<file path="config.mk">
export PLATFORM = sky130hd
export DESIGN_NAME = status_flag_unit
export DESIGN_NICKNAME = d
export VERILOG_FILES = /design/src/rtl/status_flag_unit.sv
export SDC_FILE = /design/constraint.sdc
export NUM_CORES = 1
export LEC_CHECK = 0
export ABC_AREA = 1
export BUFFER_PORTS_ARGS = -buffer_cell sky130_fd_sc_hd__buf_4
export CAP_MARGIN = 30
export CORE_UTILIZATION = 40
export CTS_CLUSTER_SIZE = 8
export DETAILED_ROUTE_END_ITERATION = 8
export PLACE_DENSITY_LB_ADDON = 0.12
export RECOVER_POWER = 50
export SKIP_LAST_GASP = 1
export SLEW_MARGIN = 30
export SYNTH_ARGS = -nofsm -noshare
export SYNTH_HDL_FRONTEND = slang
export SYNTH_SLANG_ARGS = --single-unit
export TNS_END_PERCENT = 10
</file>
<file path="constraint.sdc">
create_clock -name clk -period 3.8 [get_ports clk]
set_input_delay 0.38 -clock clk [delete_from_list [all_inputs] [get_ports clk]]
set_output_delay 0.38 -clock clk [all_outputs]
set_load 0.01 [all_outputs]
</file>
<file path="src/rtl/status_flag_unit.sv">
// Registered C/Z/N/V flag file for NUM_ACC accumulators with bypassed read and a save/restore stack.
// Optional feature: define STATUS_OVF_EN to store the V flag (otherwise V reads as constant 0).
module status_flag_unit #(
  parameter int DATA_W      = 8,
  parameter int NUM_ACC     = 2,
  parameter int STACK_DEPTH = 4,
  localparam int AW         = (NUM_ACC > 1) ? $clog2(NUM_ACC) : 1
) (
  input  logic                 clk,
  input  logic                 reset_n,
  input  logic                 upd_valid,
  input  logic [AW-1:0]        upd_acc,
  input  logic [1:0]           upd_mode,
  input  logic                 alu_carry,
  input  logic                 alu_zero,
  input  logic                 alu_sign,
  input  logic                 alu_ovf,
  input  logic [DATA_W-1:0]    ld_data,
  input  logic [3:0]           wr_flags,
  input  logic                 push,
  input  logic                 pop,
  input  logic [AW-1:0]        rd_acc,
  output logic [3:0]           rd_flags,
  output logic [4*NUM_ACC-1:0] flags_out,
  output logic                 stk_full,
  output logic                 stk_empty,
  output logic                 stk_err
);

  localparam int FW  = 4 * NUM_ACC;
  localparam int SPW = $clog2(STACK_DEPTH + 1);
  localparam int IW  = (STACK_DEPTH > 1) ? $clog2(STACK_DEPTH) : 1;

`ifdef STATUS_OVF_EN
  localparam logic [3:0] NIB_MASK = 4'hF;
`else
  localparam logic [3:0] NIB_MASK = 4'h7;
`endif
  localparam logic [FW-1:0] FLAG_MASK = {NUM_ACC{NIB_MASK}};

  typedef enum logic [1:0] {
    MODE_NONE  = 2'b00,
    MODE_ALU   = 2'b01,
    MODE_LOAD  = 2'b10,
    MODE_WRITE = 2'b11
  } mode_e;

  logic [FW-1:0]  flags_q;
  logic [FW-1:0]  flags_nxt;
  logic [FW-1:0]  stack_mem [STACK_DEPTH];
  logic [SPW-1:0] sp;
  logic           err_q;
  logic           push_ok, pop_ok, misuse;
  logic [IW-1:0]  wr_idx, rd_idx;
  mode_e          mode;

  assign stk_full  = (sp == SPW'(STACK_DEPTH));
  assign stk_empty = (sp == '0);
  assign stk_err   = err_q;
  assign flags_out = flags_q;

  assign push_ok = push & ~pop & ~stk_full;
  assign pop_ok  = pop & ~push & ~stk_empty;
  assign misuse  = (push & pop) | (push & stk_full) | (pop & stk_empty);
  assign wr_idx  = IW'(sp);
  assign rd_idx  = IW'(sp - 1'b1);
  assign mode    = mode_e'(upd_mode);

  // A legal pop restores the whole vector and drops any same-cycle update.
  always_comb begin
    // NOTE: every combinational output gets a default first so no path infers a latch.
    flags_nxt = flags_q;
    if (pop_ok) begin
      flags_nxt = stack_mem[rd_idx];
    end else if (upd_valid) begin
      for (int k = 0; k < NUM_ACC; k++) begin
        if (upd_acc == AW'(k)) begin
          unique case (mode)
            MODE_ALU:   flags_nxt[4*k +: 4] = {alu_ovf, alu_sign, alu_zero, alu_carry};
            MODE_LOAD:  flags_nxt[4*k +: 4] = {flags_q[4*k+3], ld_data[DATA_W-1],
                                               ~|ld_data, flags_q[4*k]};
            MODE_WRITE: flags_nxt[4*k +: 4] = wr_flags;
            default:    flags_nxt[4*k +: 4] = flags_q[4*k +: 4];
          endcase
        end
      end
    end
    flags_nxt = flags_nxt & FLAG_MASK;
  end

  always_comb begin
    rd_flags = '0;
    for (int k = 0; k < NUM_ACC; k++) begin
      if (rd_acc == AW'(k)) rd_flags = flags_nxt[4*k +: 4];
    end
  end

  always_ff @(posedge clk) begin
    // NOTE: state registers use non-blocking assignments so all flops update from pre-edge values.
    if (!reset_n) begin
      flags_q <= '0;
      sp      <= '0;
      err_q   <= 1'b0;
    end else begin
      flags_q <= flags_nxt;
      if (push_ok)     sp <= sp + 1'b1;
      else if (pop_ok) sp <= sp - 1'b1;
      if (misuse)      err_q <= 1'b1;
    end
  end

  // NOTE: stack storage has no reset; entries are only read after a push has written them.
  always_ff @(posedge clk) begin
    if (reset_n && push_ok) stack_mem[wr_idx] <= flags_q;
  end

endmodule

</file>
## After elaboration in Yosys (flattened, before gate mapping)

Memory sizes are Yosys's and may differ from the RTL's.
Index checks and enable logic that the tools add are counted.

- Bits in registers: 10
- Latch bits: 0
- Memory bits (writable): 24
- Bits in read-only memories: 0
- Input port bits: 25
- Output and inout bits: 15
- Word-level logic and storage cells: 39
- Memories: 1

- Add/subtract/negate cells: 2
- $mul: 0
- Divide/modulo/power cells: 0
- $lt $le $gt $ge: 0
- Equality and inequality tests: 4
- Shift-type cells: 0
- Mux-type cells: 11
- Bitwise operators: 13
- Reductions and logical operators: 5

Memory list:

| memory | words | width | read ports | clocked after memory_dff | write ports | line | text |
|---|---|---|---|---|---|---|---|
| stack_mem | 4 | 6 | 1 | 0 | 1 | 50 | `logic [FW-1:0] stack_mem [STACK_DEPTH];` |

Operator list:

| operator | number |
|---|---|
| $mux W7 | 2 |
| $mux W3 | 4 |
| $pmux W4 S3 | 1 |
| $pmux W3 S3 | 1 |
| $reduce_or A8 Y1 | 1 |
| $and A1 B1 Y1 | 7 |
| $eq A2 B2 Y1 const B | 2 |
| $mux W4 | 1 |
| $not A1 Y1 | 4 |
| $add A3 B1 Y3 const B | 1 |
| $eq A3 B3 Y1 const B | 1 |
| $logic_not A3 Y1 | 1 |
| $sub A3 B1 Y3 const B | 1 |
| $eq A2 B1 Y1 const B | 1 |
| $mux W1 | 2 |
| $or A1 B1 Y1 | 2 |
| $reduce_bool A2 Y1 | 1 |
| $logic_and A1 B1 Y1 | 1 |
| $logic_not A1 Y1 | 1 |

## Longest topological paths before layout

- Depth after elaboration: 7
- Gate-level depth with buffers: 11

## Worst setup path after synthesis

No wires, ideal clock.

- Path kind: reg2out
- From: reg sp[0]
- To: out rd_flags[1]
- Arrival time: 1,733 ps
- Required time: 3,420 ps
- Path slack: 1,687 ps
- Cell stages (with the launch flop): 11
- Path through: dfxtp_1 -> inv_2 -> buf_6 -> ha_1 -> ha_1 -> nor2_2 -> nand2_2 -> inv_2 -> o211ai_1 -> nand3_1 -> nand2_1

- Word-level cells in the longest chain between the ends: 5
- Elaborated cells on any way between the ends: 7

RTL lines:

| element | line | text |
|---|---|---|
| start: declaration | 51 | `logic [SPW-1:0] sp;` |
| start signal: assignment | 106 | `if (push_ok) sp <= sp + 1'b1;` |
| start signal: assignment | 107 | `else if (pop_ok) sp <= sp - 1'b1;` |
| $logic_not A3 Y1 | 58 | `assign stk_empty = (sp == '0);` |
| net stk_empty | 26 | `output logic stk_empty,` |
| $not A1 Y1 | 63 | `assign pop_ok = pop & ~push & ~stk_empty;` |
| $and A1 B1 Y1 | 63 |  |
| $mux W7 | 73 | `if (pop_ok) begin` |
| $mux W3 | 94 | `if (rd_acc == AW'(k)) rd_flags = flags_nxt[4*k +: 4];` |
| end: declaration | 23 | `output logic [3:0] rd_flags,` |

The timed path passes the listed nets, and every way through them passes these cells.

## Worst setup path after layout

- From: reg sp[0]
- To: out rd_flags[1]

- Word-level cells in the longest chain between the ends: 5
- Elaborated cells on any way between the ends: 7

RTL lines:

| element | line |
|---|---|
| parallel branches: the longest is 3 deep, another holds $mem_v2 Z4 W6 | -- |
| $mux W7 * | 73 |
| $mux W3 * | 94 |

Mark *: on every way between the ends.

==> implementation parameters <==
Parameter                              Value

Clock tree
  Clock tree from TritonCTS ... done
  Root Buffer ... clkbuf_8
  Number of sinks driven by the clock tree ... 34
  Worst-path clk slew ... around 0.07 ns
  CTS H-Tree Depth ... 2
  Number of buffers inserted for hold repair after clock tree synthesis ... 0
  Clock insertion delay at the later pin of the skew report ... between 0.2 and 0.3 ns
  Number of instances resized during post-cts repair ... 0
  Number of buffers created by CTS ... 5
  Maximum root-to-sink buffer count ... 2
  Total setup buffers inserted after CTS ... 0

Timing
  Time the worst path needs with I/O delays and setup ... roughly 3 ns
  Setup repair after global routing missed its margin ... false
  Accumulated negative setup slack ... 0 ns
  Final Setup Violations ... 0
  Skew final ... slightly above 0.007 ns
  Share of the clock period used by the worst path ... 0.7919
  Slew Limit Fails ... 0
  Transition time at the pin with the least slew margin ... around 0.6 ns
  Number of hold-slack violations in the final timing report ... 0
  Rel. slew slack ... 0.5923
  Worst setup slack after layout ... 0.7908 ns
  Maximum clock frequency ... ~0.33 GHz

Finish
  Share of cells above drive strength 1 ... 0.1880
  Post-synthesis to final-layout area growth ... 21.09%
  Antenna cells ... 0
  # nets final ... 264
  Final instance count without filler cells ... 284
  Final non-filler cell area ... 2105 um^2

Pwr
  Power dissipated by switching net loads ... approximately 260 uW
  Peak ir drop on the vdd network ... approximately 0.3 mV
  LEAKAGE ... between 0.0009 and 0.001 uW
  Share of total power in combinational logic ... 0.189
  Switching portion of total power ... 0.2552
  Fraction of power consumed by sequential logic ... 0.427
  Clock network power share ... 0.384
  P_int ... ~750 uW
  Power density cells ... between 400 and 500 nW/um^2

Detailed routing
  Vias per cell ... between 4 and 5
  DRC violation total after the first TritonRoute iteration ... 96
  Detailed-router iteration count before antenna repair ... 4
  DRC viols ... 0
  Wire length after detailed routing ... 3.642 mm
  Detail-routed net length per standard cell ... 12.82 um
  Post-detailed-route count of antenna-violating nets ... 0
  DR vias ... around 1400

Floorplanning
  Initial Util ... 0.4253
  Num ports ... 40
  Overall die height ... between 60 and 70 um
  Area of the die ... 4612 um^2
  # rows ... 23
  Horiz. Die Dim ... between 60 and 70 um
  Core area ... 4086 um^2

Yosys
  Synthesized area divided by synthesized cell count ... between 8 and 9 um^2
  Post-synth ARST share ... 0
  Number of flops mapped to enable cells by yosys ... 24
  Fraction of synthesized cell area taken by the top area cell type ... 0.4147
  Primary FF master, synth ... edfxtp_1
  Most used standard cell by instance count after synthesis ... nand2_1
  Number of unique standard cell types used by synthesis ... 25
  Sequential area share after synthesis ... 0.5299
  Post-Synthesis Cell Area ... approximately 1700 um^2
  Largest cells by area after synthesis ... edfxtp_1, dfxtp_1, nand2_1, nor2_1, inv_1
  Most frequent cells after synthesis ... nand2_1, nor2_1, edfxtp_1, inv_1, o21ai_0
  Synth warn ... 0
  Post-synthesis register bit count ... 34
  Post-synth top area cell ... edfxtp_1
  Post-synthesis cell count ... between 150 and 200

Job
  Max-Cap Viols ... 0

Place
  HPWL reported at the end of detailed placement ... between 2 and 3 mm
  Final RePlAce weighted congestion ... between 0.8 and 0.9
  Pre-CTS WS ... ~1.3 ns
  Port Buffer Count ... 34
  Placed instance count ... between 200 and 300
  Placed cell area ... 2004 um^2

Setup path
  Worst Path Max Fanout ... 17
  CP max stage cell ... ha_1
  Crit path kind ... register to output pin
  Max incr delay on CP ... approximately 0.33 ns
  Kind of end point of the critical path ... output pin
  CP required ... approximately 3.4 ns
  Crit path arrival time ... between 2 and 3 ns
  Cells traversed along the worst timing path ... buf_4 > inv_1 > ha_1 > ha_1 > nor2_2 > nand2_1 > inv_2 > o211ai_1 > nand3_1 > nand2_1 > buf_4
  Launching element type of the critical path ... register

Global routing
  Largest net degree at the start of global routing ... 18
  Total global routing overflow ... 0
  Number of global-route vias before repair ... approximately 1300
  Wire length of the first global-routing pass ... 6.223 mm
  Number of antenna violations at the first check in global routing ... 0
  GR Util All Layers ... 0.1894

Run status
  Status ... complete, no violations

Worst hold path
  Class of the tightest hold or removal check ... input port to register
## cell type report
class,instances,area (um^2)
Clock inverter,3,63.81
Clock buffer,5,68.82
Inverter,24,90.09
Sequential cell,34,920.9
Tap cell,50,62.56
Fill cell,405,1982
Timing Repair Buffer,35,232.7
Multi-Input combinational cell,133,665.6
## per-stage QoR
stage | hold WS [ns] | total power [uW] | util
after floorplan | 0.4776 | 570.3 | -
after global placement | 0.5072 | 639.1 | 0.4905
after detailed placement | 0.5163 | 639.9 | 0.4905
after CTS | 0.3136 | 1025 | 0.5230
after global routing | 0.3286 | 1067 | 0.5150
final | 0.3187 | 1011 | 0.5150
## path summary, 6_finish.rpt
check                                          start                        end  slack (ns)  depth (start not counted)
worst min-delay path                         reset_n         sp[2]$_SDFFE_PN0P_        0.32                          3
worst min register to register  stk_err$_SDFFE_PN0P_       stk_err$_SDFFE_PN0P_        0.53                          2
worst max-delay path              sp[0]$_SDFFE_PN0P_                rd_flags[1]        0.79                         11
worst max register to register    sp[0]$_SDFFE_PN0P_  stack_mem[1][2]$_DFFE_PP_        1.27                          9
## routing by layer
layer | routed length, um | GRT usage | up-vias
met4 | 53 | 0.08073 | 0
met2 | 1646 | 0.2871 | 45
met5 | 0 | 0 | -
met1 | 1767 | 0.2608 | 609
li1 | - | - | 717
met3 | 175 | 0.04000 | 6
## power by group through the flow
stage                     combinational [uW]  clock, uW  sequential [uW]
after floorplan                          130          0              441
after global placement                   200          0              439
after detailed placement                 200          0              440
after CTS                                201        393              432
after global routing                     223        410              434
final                                    191        388              432
## logic make-up after synthesis
group	synth area share
other	0.002158
AOI/OAI and AO/OA	0.1181
DFF	0.5299
and+or+nand+nor	0.2167
adders and majority gates	0.04320
buffers and inverters	0.08999
## flip-flops by register name, summed over array words and instances (netlist names)
register   cells
sp             3
stk_err        1
flags_out      6
stack_mem     24
## placed cells by master (no fill, tap or decap), types with 2 or more instances in the layout
| cell type | Yosys | routed |
|---|---|---|
| nor2_1 | 34 | 34 |
| nand3_1 | 11 | 11 |
| inv_2 | 3 | 2 |
| o21ai_0 | 12 | 12 |
| bufinv_16 | 0 | 2 |
| a21oi_1 | 9 | 9 |
| o211ai_1 | 3 | 3 |
| clkbuf_1 | 0 | 8 |
| o21ai_1 | 4 | 4 |
| edfxtp_1 | 24 | 24 |
| nand3_2 | 2 | 2 |
| clkbuf_8 | 1 | 5 |
| conb_1 | 1 | 3 |
| inv_1 | 21 | 22 |
| nand2_1 | 36 | 37 |
| o22ai_1 | 3 | 3 |
| nor2_2 | 3 | 3 |
| ha_1 | 6 | 6 |
| dfxtp_1 | 10 | 10 |
| o21ai_2 | 2 | 2 |
| buf_4 | 4 | 27 |
## worst max-delay path, delay by kind of cell (launching register included)
family | cells | cell delay, ns
buf+inv | 4 | 0.83
fa+ha+maj | 2 | 0.57
simple gates | 4 | 0.44
compound gates | 1 | 0.19
flops | 1 | 0.30
Note: power is estimated with default switching activity, not from simulation.
